File: src/rtl/ddr5_dfi_cmd_scheduler_if.sv
// Request/ack handshakes for MRW and write requesters plus the DFI phase-0 command outputs.
// The scheduler connects through the slave modport; requesters and the PHY side use master.
interface ddr5_dfi_cmd_scheduler_if #(
    parameter int pNUM_RANK = 2,
    parameter int pRANK_W   = 1
);
    logic                  mrw_req_i;
    logic [pRANK_W-1:0]    mrw_rank_i;
    logic [7:0]            mrw_mra_i;
    logic [7:0]            mrw_op_i;
    logic                  mrw_ack_o;
    logic                  wr_req_i;
    logic [pRANK_W-1:0]    wr_rank_i;
    logic [8:0]            wr_bank_i;
    logic [13:0]           wr_col_i;
    logic                  wr_bl8_i;
    logic                  wr_ack_o;
    logic [pNUM_RANK-1:0]  dfi_cs_n_o;
    logic [13:0]           dfi_address_o;
    logic                  dfi_wrdata_en_o;
    logic                  busy_o;

    modport slave (
        input  mrw_req_i, mrw_rank_i, mrw_mra_i, mrw_op_i,
        input  wr_req_i, wr_rank_i, wr_bank_i, wr_col_i, wr_bl8_i,
        output mrw_ack_o, wr_ack_o, dfi_cs_n_o, dfi_address_o, dfi_wrdata_en_o, busy_o
    );

    modport master (
        output mrw_req_i, mrw_rank_i, mrw_mra_i, mrw_op_i,
        output wr_req_i, wr_rank_i, wr_bank_i, wr_col_i, wr_bl8_i,
        input  mrw_ack_o, wr_ack_o, dfi_cs_n_o, dfi_address_o, dfi_wrdata_en_o, busy_o
    );
endinterface

File: src/rtl/ddr5_dfi_cmd_scheduler.sv
// Round-robin MRW/write command sequencer driving DFI phase 0 at 1:1 ratio.
// Every output is registered from the next-state decode so it lines up with the FSM state.
module ddr5_dfi_cmd_scheduler #(
    parameter int pNUM_RANK = 2,
    parameter int pRANK_W   = 1,
    parameter int pWL       = 4,
    parameter int pTMRW     = 8
) (
    input  logic clk_i,
    input  logic rst_i,
    ddr5_dfi_cmd_scheduler_if.slave bus
);
    typedef enum logic [1:0] {IDLE, CMD1, CMD2, WAIT} state_t;

    localparam logic [4:0] WL5       = 5'(pWL);
    localparam logic [4:0] TMRW_LAST = 5'(pTMRW - 1);

    state_t                state_reg, state_next;
    logic [4:0]            cnt_reg, cnt_next;
    logic                  is_mrw_reg, is_mrw_next;
    logic                  bl8_reg, bl8_next;
    logic [13:0]           data2_reg, data2_next;
    logic                  rr_mrw_last_reg, rr_mrw_last_next;
    logic [pNUM_RANK-1:0]  cs_n_reg, cs_n_next;
    logic [13:0]           addr_reg, addr_next;
    logic                  wren_reg, wren_next;
    logic                  mrw_ack_reg, mrw_ack_next;
    logic                  wr_ack_reg, wr_ack_next;
    logic                  busy_reg, busy_next;

    logic                  grant_mrw;
    logic [4:0]            wr_end;
    logic                  cmd_done;

    // Tie goes to whichever type was not granted last; MRW wins after reset.
    assign grant_mrw = bus.mrw_req_i && (!bus.wr_req_i || !rr_mrw_last_reg);
    assign wr_end    = 5'(WL5 + (bl8_reg ? 5'd4 : 5'd8));
    assign cmd_done  = is_mrw_reg ? (cnt_reg == TMRW_LAST) : (cnt_reg == 5'(wr_end - 5'd1));

    always_comb begin
        state_next       = state_reg;
        cnt_next         = 5'(cnt_reg + 5'd1);
        is_mrw_next      = is_mrw_reg;
        bl8_next         = bl8_reg;
        data2_next       = data2_reg;
        rr_mrw_last_next = rr_mrw_last_reg;
        cs_n_next        = '1;
        addr_next        = '0;
        mrw_ack_next     = 1'b0;
        wr_ack_next      = 1'b0;
        case (state_reg)
            IDLE: begin
                cnt_next = '0;
                if (grant_mrw) begin
                    state_next                = CMD1;
                    is_mrw_next               = 1'b1;
                    rr_mrw_last_next          = 1'b1;
                    data2_next                = {6'b0, bus.mrw_op_i};
                    cs_n_next[bus.mrw_rank_i] = 1'b0;
                    addr_next                 = {1'b0, bus.mrw_mra_i, 5'b00101};
                    mrw_ack_next              = 1'b1;
                end else if (bus.wr_req_i) begin
                    state_next               = CMD1;
                    is_mrw_next              = 1'b0;
                    bl8_next                 = bus.wr_bl8_i;
                    rr_mrw_last_next         = 1'b0;
                    data2_next               = bus.wr_col_i;
                    cs_n_next[bus.wr_rank_i] = 1'b0;
                    addr_next                = {bus.wr_bank_i, 5'b01101};
                    wr_ack_next              = 1'b1;
                end
            end
            CMD1: begin
                state_next = CMD2;
                addr_next  = data2_reg;
            end
            // With pTMRW = 2 an MRW completes straight out of CMD2.
            CMD2:    state_next = cmd_done ? IDLE : WAIT;
            WAIT:    if (cmd_done) state_next = IDLE;
            default: state_next = IDLE;
        endcase
        wren_next = (state_next == WAIT) && !is_mrw_reg &&
                    (cnt_next >= WL5) && (cnt_next < wr_end);
        busy_next = (state_next != IDLE);
    end

    always_ff @(posedge clk_i or posedge rst_i) begin
        if (rst_i) begin
            state_reg       <= IDLE;
            cnt_reg         <= '0;
            is_mrw_reg      <= 1'b0;
            bl8_reg         <= 1'b0;
            data2_reg       <= '0;
            rr_mrw_last_reg <= 1'b0;
            cs_n_reg        <= '1;
            addr_reg        <= '0;
            wren_reg        <= 1'b0;
            mrw_ack_reg     <= 1'b0;
            wr_ack_reg      <= 1'b0;
            busy_reg        <= 1'b0;
        end else begin
            state_reg       <= state_next;
            cnt_reg         <= cnt_next;
            is_mrw_reg      <= is_mrw_next;
            bl8_reg         <= bl8_next;
            data2_reg       <= data2_next;
            rr_mrw_last_reg <= rr_mrw_last_next;
            cs_n_reg        <= cs_n_next;
            addr_reg        <= addr_next;
            wren_reg        <= wren_next;
            mrw_ack_reg     <= mrw_ack_next;
            wr_ack_reg      <= wr_ack_next;
            busy_reg        <= busy_next;
        end
    end

    assign bus.dfi_cs_n_o      = cs_n_reg;
    assign bus.dfi_address_o   = addr_reg;
    assign bus.dfi_wrdata_en_o = wren_reg;
    assign bus.mrw_ack_o       = mrw_ack_reg;
    assign bus.wr_ack_o        = wr_ack_reg;
    assign bus.busy_o          = busy_reg;
endmodule
File: src/flat_wrapper.sv
// flat-port wrapper written by rule: the top's interface ports become plain ports
module ddr5_dfi_cmd_scheduler_flat 
#(
    parameter int pNUM_RANK = 2,
    parameter int pRANK_W   = 1,
    parameter int pWL       = 4,
    parameter int pTMRW     = 8
)
  (clk_i, rst_i, bus_mrw_req_i, bus_mrw_rank_i, bus_mrw_mra_i, bus_mrw_op_i, bus_wr_req_i, bus_wr_rank_i, bus_wr_bank_i, bus_wr_col_i, bus_wr_bl8_i, bus_mrw_ack_o, bus_wr_ack_o, bus_dfi_cs_n_o, bus_dfi_address_o, bus_dfi_wrdata_en_o, bus_busy_o);
  ddr5_dfi_cmd_scheduler_if #(.pNUM_RANK(pNUM_RANK), .pRANK_W(pRANK_W)) bus_i ();
  input  logic clk_i;
  input  logic rst_i;
  input wire logic [$bits(bus_i.mrw_req_i)-1:0] bus_mrw_req_i;
  input wire logic [$bits(bus_i.mrw_rank_i)-1:0] bus_mrw_rank_i;
  input wire logic [$bits(bus_i.mrw_mra_i)-1:0] bus_mrw_mra_i;
  input wire logic [$bits(bus_i.mrw_op_i)-1:0] bus_mrw_op_i;
  input wire logic [$bits(bus_i.wr_req_i)-1:0] bus_wr_req_i;
  input wire logic [$bits(bus_i.wr_rank_i)-1:0] bus_wr_rank_i;
  input wire logic [$bits(bus_i.wr_bank_i)-1:0] bus_wr_bank_i;
  input wire logic [$bits(bus_i.wr_col_i)-1:0] bus_wr_col_i;
  input wire logic [$bits(bus_i.wr_bl8_i)-1:0] bus_wr_bl8_i;
  output wire logic [$bits(bus_i.mrw_ack_o)-1:0] bus_mrw_ack_o;
  output wire logic [$bits(bus_i.wr_ack_o)-1:0] bus_wr_ack_o;
  output wire logic [$bits(bus_i.dfi_cs_n_o)-1:0] bus_dfi_cs_n_o;
  output wire logic [$bits(bus_i.dfi_address_o)-1:0] bus_dfi_address_o;
  output wire logic [$bits(bus_i.dfi_wrdata_en_o)-1:0] bus_dfi_wrdata_en_o;
  output wire logic [$bits(bus_i.busy_o)-1:0] bus_busy_o;
  assign bus_i.mrw_req_i = bus_mrw_req_i;
  assign bus_i.mrw_rank_i = bus_mrw_rank_i;
  assign bus_i.mrw_mra_i = bus_mrw_mra_i;
  assign bus_i.mrw_op_i = bus_mrw_op_i;
  assign bus_i.wr_req_i = bus_wr_req_i;
  assign bus_i.wr_rank_i = bus_wr_rank_i;
  assign bus_i.wr_bank_i = bus_wr_bank_i;
  assign bus_i.wr_col_i = bus_wr_col_i;
  assign bus_i.wr_bl8_i = bus_wr_bl8_i;
  assign bus_mrw_ack_o = bus_i.mrw_ack_o;
  assign bus_wr_ack_o = bus_i.wr_ack_o;
  assign bus_dfi_cs_n_o = bus_i.dfi_cs_n_o;
  assign bus_dfi_address_o = bus_i.dfi_address_o;
  assign bus_dfi_wrdata_en_o = bus_i.dfi_wrdata_en_o;
  assign bus_busy_o = bus_i.busy_o;
  ddr5_dfi_cmd_scheduler #(.pNUM_RANK(pNUM_RANK), .pRANK_W(pRANK_W), .pWL(pWL), .pTMRW(pTMRW)) u_core (.clk_i(clk_i), .rst_i(rst_i), .bus(bus_i));
endmodule
File: config.mk
export PLATFORM = sky130hd
export DESIGN_NAME = ddr5_dfi_cmd_scheduler_flat
export DESIGN_NICKNAME = d
export VERILOG_FILES = /design/src/rtl/ddr5_dfi_cmd_scheduler_if.sv /design/src/rtl/ddr5_dfi_cmd_scheduler.sv /design/src/flat_wrapper.sv
export SDC_FILE = /design/constraint.sdc
export NUM_CORES = 1
export LEC_CHECK = 0
export CELL_PAD_IN_SITES_DETAIL_PLACEMENT = 1
export CELL_PAD_IN_SITES_GLOBAL_PLACEMENT = 1
export CORE_AREA = 2 2 75 77
export DETAILED_ROUTE_END_ITERATION = 6
export DIE_AREA = 0 0 77 79
export GPL_TIMING_DRIVEN = 0
export PLACE_DENSITY_LB_ADDON = 0.1
export SYNTH_ARGS = -nofsm -noshare
export SYNTH_HDL_FRONTEND = slang
export SYNTH_SLANG_ARGS = --single-unit
File: constraint.sdc
create_clock -name clk_i -period 3.1 [get_ports clk_i]
set_input_delay 0.93 -clock clk_i [delete_from_list [all_inputs] [get_ports clk_i]]
set_output_delay 0.93 -clock clk_i [all_outputs]
set_load 0.03 [all_outputs]
# Word level (Yosys, flattened, before mapping)
# Index checks and enable logic that the tools add are counted.
# W data, S select, Z words.
totals:
  register_bits: 43
  input_bits: 46
  out_inout_bits: 20
classes:
  n_addsub: 3
  n_reduce_logical: 14
  order_cmp: 6
  n_eq_ne: 6
  n_bitwise: 3
  n_mux: 27
op_table:
  columns: ["operator", "count"]
  rows:
  - ["$mux W14", 4]
  - ["$pmux W14 S2", 1]
  - ["$mux W2", 7]
  - ["$mux W1", 10]
  - ["$pmux W2 S4", 1]
  - ["$eq A2 B2 Y1 const B", 3]
  - ["$logic_and A1 B1 Y1", 6]
  - ["$add A3 B5 Y5 const A", 1]
  - ["$add A5 B1 Y5 const B", 1]
  - ["$eq A5 B3 Y1 const B", 1]
  - ["$eq A5 B5 Y1", 1]
  - ["$ge A5 B3 Y1 const B", 1]
  - ["$lt A5 B5 Y1", 1]
  - ["$mux W5", 1]
  - ["$sub A5 B1 Y5 const B", 1]
  - ["$lt A1 B2 Y1 const B", 2]
  - ["$mux W4", 1]
  - ["$not A2 Y2", 2]
  - ["$reduce_bool A2 Y1", 2]
  - ["$reduce_and A3 Y1", 1]
  - ["$demux W1 S1", 2]
  - ["$eq A2 B1 Y1 const B", 1]
  - ["$ge A1 B1 Y1 const B", 2]
  - ["$logic_not A1 Y1", 2]
  - ["4 further kinds", 4]

# Depth between registers and ports, before layout
# Gate-level depths: netlist of run 1.
logic_depth:
  ltp_word: 11
  ltp_mapped: 6
  depth_no_buf: 5

# Least setup slack after synthesis of run 1
# OpenSTA, ideal clock, no wires.
synth_path:
  path_kind: "input to register"
  from: "input bus_wr_req_i"
  to: "register u_core.addr_reg[11], in the netlist u_core.bus.dfi_address_o[11]"
  arrival_time_ns: 1.668
  cell_stages: 4
  slack_ns: 1.306
  path_buffers: 1
  cell_sequence: "a21boi_2 > and2_4 > buf_8 > a221o_2"
synth_via:
  elab_chain_len: 5
synth_lines:
  columns: ["element", "line_no", "source"]
  rows:
  - ["start, declared", "flat_wrapper.sv:17", "input wire logic [$bits(bus_i.wr_req_i)-1:0] bus_wr_req_i;"]
  - ["$logic_not A1 Y1", "ddr5_dfi_cmd_scheduler.sv:36", "assign grant_mrw = bus.mrw_req_i && (!bus.wr_req_i || !rr_mrw_last_reg);"]
  - ["$logic_or A1 B1 Y1", "ddr5_dfi_cmd_scheduler.sv:36", null]
  - ["$logic_and A1 B1 Y1", "ddr5_dfi_cmd_scheduler.sv:36", null]
  - ["$mux W14 *", "ddr5_dfi_cmd_scheduler.sv:54", "if (grant_mrw) begin"]
  - ["$pmux W14 S2 *", "ddr5_dfi_cmd_scheduler.sv:51", "case (state_reg)"]
  - ["via u_core.addr_next[11]", "ddr5_dfi_cmd_scheduler.sv:25", "logic [13:0] addr_reg, addr_next;"]
  - ["end signal, assigned", "ddr5_dfi_cmd_scheduler.sv:109", "addr_reg <= addr_next;"]
  - ["end, declared", "ddr5_dfi_cmd_scheduler.sv:25", null]
# The timed path passes the listed nets; every way through them passes the cells marked *.
# A chain may end at the register's enable or synchronous reset.

# Worst setup path in the final report of run 1
layout_path:
  from: "register u_core.cs_n_reg[1], in the netlist u_core.bus.dfi_cs_n_o[1]"
  to: "output bus_dfi_cs_n_o[1]"
layout_rtl:
  columns: ["element", "line_no", "source"]
  rows:
  - ["start, declared", "ddr5_dfi_cmd_scheduler.sv:24", "logic [pNUM_RANK-1:0] cs_n_reg, cs_n_next;"]
  - ["start signal, assigned", "ddr5_dfi_cmd_scheduler.sv:108", "cs_n_reg <= cs_n_next;"]
  - ["end, declared", "flat_wrapper.sv:24", "output wire logic [$bits(bus_i.dfi_cs_n_o)-1:0] bus_dfi_cs_n_o;"]
# No word-level cell between the ends.

==> results.md, run 1 <==
- Worst skew pair latency: 290 ps
- Gp weighted congestion: 0.7222
- DR vias: 1,429
- Hold_ws: 473.3 ps
- Drt pass-1 iters: 4
- Drt drc: 0
- DR vias/cell: 4.877
- Commonest cells post-synth: dfrtp_1, nand2_1, o21ai_0
- Layout cell share with drive strength beyond 1: 15.38%
- Antenna Cells: 0
- # hold bufs at CTS: 0
- Largest net degree at the start of global routing: 44
- Post-detail-place hpwl: 3363 um
- Final setup violation count: 0
- Most common flop cell mapped by yosys: dfrtp_1
- CP peak stage delay: 660 ps
- CP arrival: 1470 ps
- Yosys top cell area share: 56.24%
- Cells after Synth: 148
- Outcome: finished clean
- CTS H-tree depth: 2
- Synth area leader: dfrtp_1
- Crit Path Category: flip-flop to output pin
- CP Launch Type: flip-flop
- Async SR Flop Fraction: 100.0%
- Syn avg cell area: 12.33 um^2
- CTS clk-pin slew, worst paths: 80 ps
- Die H: 79 um
- FF+latch count, synth: 43
- Max-slew headroom: 40.34%
- Syn Nets: 195
- DRT iter0 DRCs: 34
- Max_cap viols: 0
- Setup TNS: 0 ps
- Lkg Pwr: 1.212 nW
- Crit path max-delay family: buffers and inverters
- Site Rows: 27
- I/O Pins: 66
- Core Box Area: 5338 um^2
- Worst Tran Pin Value: 893.6 ps
- Die Width: 77 um
- CP Cell Sequence: clkdlybuf4s50_1
- Clock buffer depth: 2
- First-pass GRT wire length: 7803 um
- Gr ovfl total: 0
- Clk_skew: 11.57 ps
- Pins Over Slew Limit: 0
- Final min period: 2396 ps
- Num CTS Buffers: 5
- Root Driver: clkbuf_8
- Worst VDD drop: 0.3400 mV
- Cell with the most instances after synthesis: dfrtp_1
- Reg2reg setup slack: 1670 ps
- WP buf/inv: 1
- Initial Utilization: 34.18%
- RSZ-0062 raised after global routing: false
- Post-synth EDFFs: 0
- Ranking of synthesized cells by area: dfrtp_1, mux2i_1, a22o_2
- Period utilization: 77.29%
- Nets@finish: 267
- Number of synthesis warnings: 0
- Post-synthesis cell type count: 37
- Filler cells: 577
- Critical Path End Type: output pin
- Port buffer count: 65
- Power Density: 665.6 nW/um^2
- CP max FO: 1
- Area grow syn2layout: 47.05%
- FMAX: 417.4 MHz
- Number of global-route vias before repair: 1,571
- WP data required: 2170 ps
- Total power: 1.785 mW
- Final wirelength: 4613 um
- # Post-CTS Setup Buffers: 0
- Syn Std Cell Area: 1824 um^2
- Die area: 6083 um^2
- Initial antenna violation count: 0
- Wire per inst: 15.74 um
- Clk sink count: 43
- Fin util: 50.26%
- CTS tree: yes
- Final ANT Viol Nets: 0
- Tightest Hold Check Type: flip-flop to flip-flop
- Final hold violations: 0
- GRT Total Usage: 16.44%
- Crit-path slowest cell: clkdlybuf4s50_1
- CTS resizes: 0
- Sequential fraction of the synthesis area: 59.12%
## logic make-up after synthesis
kind of cell / count (synthesis) / synth area share, %
AOI/OAI and AO/OA: 34 / 15.23
xor gates and xnor gates: 3 / 1.441
adders and majority gates: 1 / 0.6858
buffers and inverters: 10 / 4.183
DFF: 43 / 59.12
muxes: 11 / 6.310
and+or+nand+nor: 46 / 13.03
## area by class of cell
class	instances	area (um^2)	share of cell area [%]
plain buffers	7	65.06	2.425
clock buffers	6	82.58	3.078
clock inverters	2	35.03	1.306
inverters	3	11.26	0.4198
multi-input cells	95	669.4	24.95
flip-flops and latches	43	1079	40.21
well taps	72	90.09	3.358
repair buffers	65	650.6	24.25
## layer usage
metal | up-vias | routed length, um | track usage [%]
met5 | - | 0 | 0
met4 | 0 | 42 | 4.286
met3 | 5 | 257 | 4.318
met2 | 45 | 2260 | 28.86
met1 | 711 | 2052 | 20.19
li1 | 668 | - | -
## metrics by stage
stage | setup slack (ps) | instances | area, um^2
after global placement | 274.0 | 285 | 2565
after global routing | 656.9 | 293 | 2683
after floorplan | 1171 | 148 | 1824
after CTS | 687.2 | 293 | 2683
final | 704.1 | 293 | 2683
after detailed placement | 498.8 | 285 | 2565
## cells in the final DEF, fill, tap and decap left out, types with 2 or more instances in the layout
| cell type | n |
|---|---|
| dfstp_2 | 2 |
| nand3_1 | 2 |
| mux2i_1 | 10 |
| nor2_1 | 7 |
| buf_2 | 3 |
| and3_1 | 6 |
| a221o_1 | 4 |
| o21ai_0 | 11 |
| and2_1 | 4 |
| clkbuf_8 | 6 |
| a21oi_1 | 2 |
| a22o_2 | 7 |
| dfrtp_1 | 41 |
| clkdlybuf4s50_1 | 65 |
| inv_2 | 2 |
| nor2b_1 | 4 |
| xor2_1 | 2 |
| a32oi_1 | 2 |
| nor3b_1 | 3 |
| nand2_1 | 16 |
| a221o_2 | 2 |
## worst paths after layout
kind                                                from                           end  cells past startpoint
worst min-delay path                   u_core.cnt_reg[0]             u_core.cnt_reg[0]                      1
min in group asynchronous                          rst_i  u_core.bus.dfi_address_o[10]                      2
worst min register to register         u_core.cnt_reg[0]             u_core.cnt_reg[0]                      1
worst max-delay path            u_core.bus.dfi_cs_n_o[1]             bus_dfi_cs_n_o[1]                      1
max in group asynchronous                          rst_i           u_core.data2_reg[8]                      2
worst max register to register       u_core.state_reg[1]           u_core.data2_reg[6]                      5
## power breakdown
group / total (mW) / internal (mW) / leakage (nW) / switching (mW)
registers: 0.832 / 0.718 / 0.549 / 0.113
clock network: 0.449 / 0.261 / 0.0612 / 0.188
logic: 0.505 / 0.264 / 0.603 / 0.242
Power figures use the tool's default switching activity.
==> run 2: changes to the inputs <==
Settings changed: CORE_AREA 2 2 75 77 to 2 2 80 82, DIE_AREA 0 0 77 79 to 0 0 82 84.
Clock period 3.1 ns to 2.2 ns, I/O delays scaled along.
==> run 2 against run 1 <==
Against the previous run:
- clock-buffer cell count unchanged
- non-clock buffer count did not move
- register-to-register slack got worse by 940 ps
- combinational power increased by 42%
- critical path type unchanged
- largest cell class unchanged
- sequential share of layout area shrank 0.35 points
- core utilization is 5.9 points lower
- total power grew 46%
- final cell count rose by 1.7%
==> results.md, run 2 (synthesized netlist as in run 1, its figures left out) <==
- First-pass GRT wire length: 7645 um
- Worst VDD drop: 0.3228 mV
- Wire per inst: 16.01 um
- Area grow syn2layout: 48.35%
- Die H: 84 um
- Number of global-route vias before repair: 1,551
- Antenna Cells: 0
- Largest net degree at the start of global routing: 44
- Clk sink count: 43
- WP buf/inv: 1
- Port buffer count: 65
- Pins Over Slew Limit: 0
- Final min period: 2132 ps
- CP peak stage delay: 660 ps
- Initial antenna violation count: 0
- DRT iter0 DRCs: 32
- Commonest non-fill, non-tap cell in the layout: clkdlybuf4s50_1
- Nets@finish: 267
- Die Width: 82 um
- Initial Utilization: 29.93%
- CTS tree: yes
- Tightest Hold Check Type: flip-flop to flip-flop
- # hold bufs at CTS: 0
- Crit path max-delay family: buffers and inverters
- FMAX: 469.0 MHz
- Layout cell share with drive strength beyond 1: 14.93%
- Fin cells: 298
- I/O Pins: 66
- DR vias/cell: 4.755
- Critical Path End Type: output pin
- Final ANT Viol Nets: 0
- Leading cell types in the layout, fill and taps excluded: clkdlybuf4s50_1, dfrtp_1, nand2_1
- CP Cell Sequence: clkdlybuf4s50_1
- CTS clk-pin slew, worst paths: 80 ps
- Power Density: 966.4 nW/um^2
- Lkg Pwr: 1.216 nW
- CTS H-tree depth: 2
- Crit Path Category: flip-flop to output pin
- CP arrival: 1470 ps
- Worst skew pair latency: 290 ps
- # Post-CTS Setup Buffers: 0
- Max_cap viols: 0
- Clk_skew: 4.013 ps
- Filler cells: 661
- Total power: 2.615 mW
- Crit-path slowest cell: clkdlybuf4s50_1
- Site Rows: 29
- CP Launch Type: flip-flop
- RSZ-0062 raised after global routing: false
- Max-slew headroom: 40.70%
- Final setup violation count: 0
- Worst Tran Pin Value: 888.2 ps
- Root Driver: clkbuf_8
- Period utilization: 96.92%
- Final hold violations: 0
- Outcome: finished clean
- WP data required: 1540 ps
- DR vias: 1,417
- CP max FO: 1
- Hold_ws: 469.8 ps
- Core Box Area: 6096 um^2
- GRT Total Usage: 14.92%
- Drt drc: 0
- Placed cells: 290
- Final wirelength: 4771 um
- Die area: 6888 um^2
- Gp weighted congestion: 0.7380
- Num CTS Buffers: 5
- CTS resizes: 0
- Drt pass-1 iters: 4
- Gr ovfl total: 0
- Clock buffer depth: 2
- Post-detail-place hpwl: 3531 um
## run 2: cell types whose count changed in the layout (fill, tap and decap cells not counted)
cell	change
bufinv_16	+1
clkbuf_1	+1
clkbuf_8	-1
clkdlybuf4s50_1	-1
clkinv_2	-1
dlymetal6s2s_1	+1
## run 2: report_power, final
part           total [mW]  leakage [nW]  switching (mW)  internal [mW]
logic               0.719         0.602           0.348          0.372
registers            1.18         0.549           0.164           1.01
clock network       0.720        0.0654           0.266          0.454
## run 2: area by class of cell
class	instances	area (um^2)	area share, %
multi-input cells	95	669.4	24.73
clock buffers	6	72.57	2.681
inverters	3	11.26	0.4161
plain buffers	7	65.06	2.404
well taps	77	96.34	3.560
flip-flops and latches	43	1079	39.85
repair buffers	65	653.1	24.13
clock inverters	2	60.06	2.219
## run 2: worst paths after layout
kind / from / end / slack (ps) / depth (start not counted)
min in group asynchronous: rst_i / u_core.data2_reg[13] / 880 / 2
max in group asynchronous: rst_i / u_core.cnt_reg[1] / 770 / 2
min: u_core.cnt_reg[0] / u_core.cnt_reg[0] / 470 / 1
max: u_core.bus.dfi_cs_n_o[0] / bus_dfi_cs_n_o[0] / 70 / 1
max reg2reg: u_core.state_reg[1] / u_core.data2_reg[7] / 730 / 5
min reg2reg: u_core.cnt_reg[0] / u_core.cnt_reg[0] / 470 / 1
## run 2: routing by layer
layer,routed length [um],share of wire [%],GRT usage (%)
met5,0,0,0
met4,32,0.67,4.091
met3,301,6.3,4.437
met2,2376,50,24.17
met1,2062,43,19.14
## run 2: per-stage QoR
| stage | util, % | setup slack, ps | TNS (ps) | instance area [um^2] |
|---|---|---|---|---|
| 5_1_grt | 44.40 | 13.76 | 0 | 2706 |
| 3_3_place_gp | 42.18 | -330.8 | -14500 | 2571 |
| 2_1_floorplan | - | 540.6 | 0 | 1824 |
| 6_report | 44.40 | 67.80 | 0 | 2706 |
| 3_5_place_dp | 42.18 | -157.3 | -1180 | 2571 |
| 4_1_cts | 44.36 | 29.59 | 0 | 2704 |
==> run 3: changes to the inputs <==
Settings changed: GPL_ROUTABILITY_DRIVEN from default to 0.
==> results of run 3 <==
No change in the layout: final DEF, timing and power equal those of run 2.
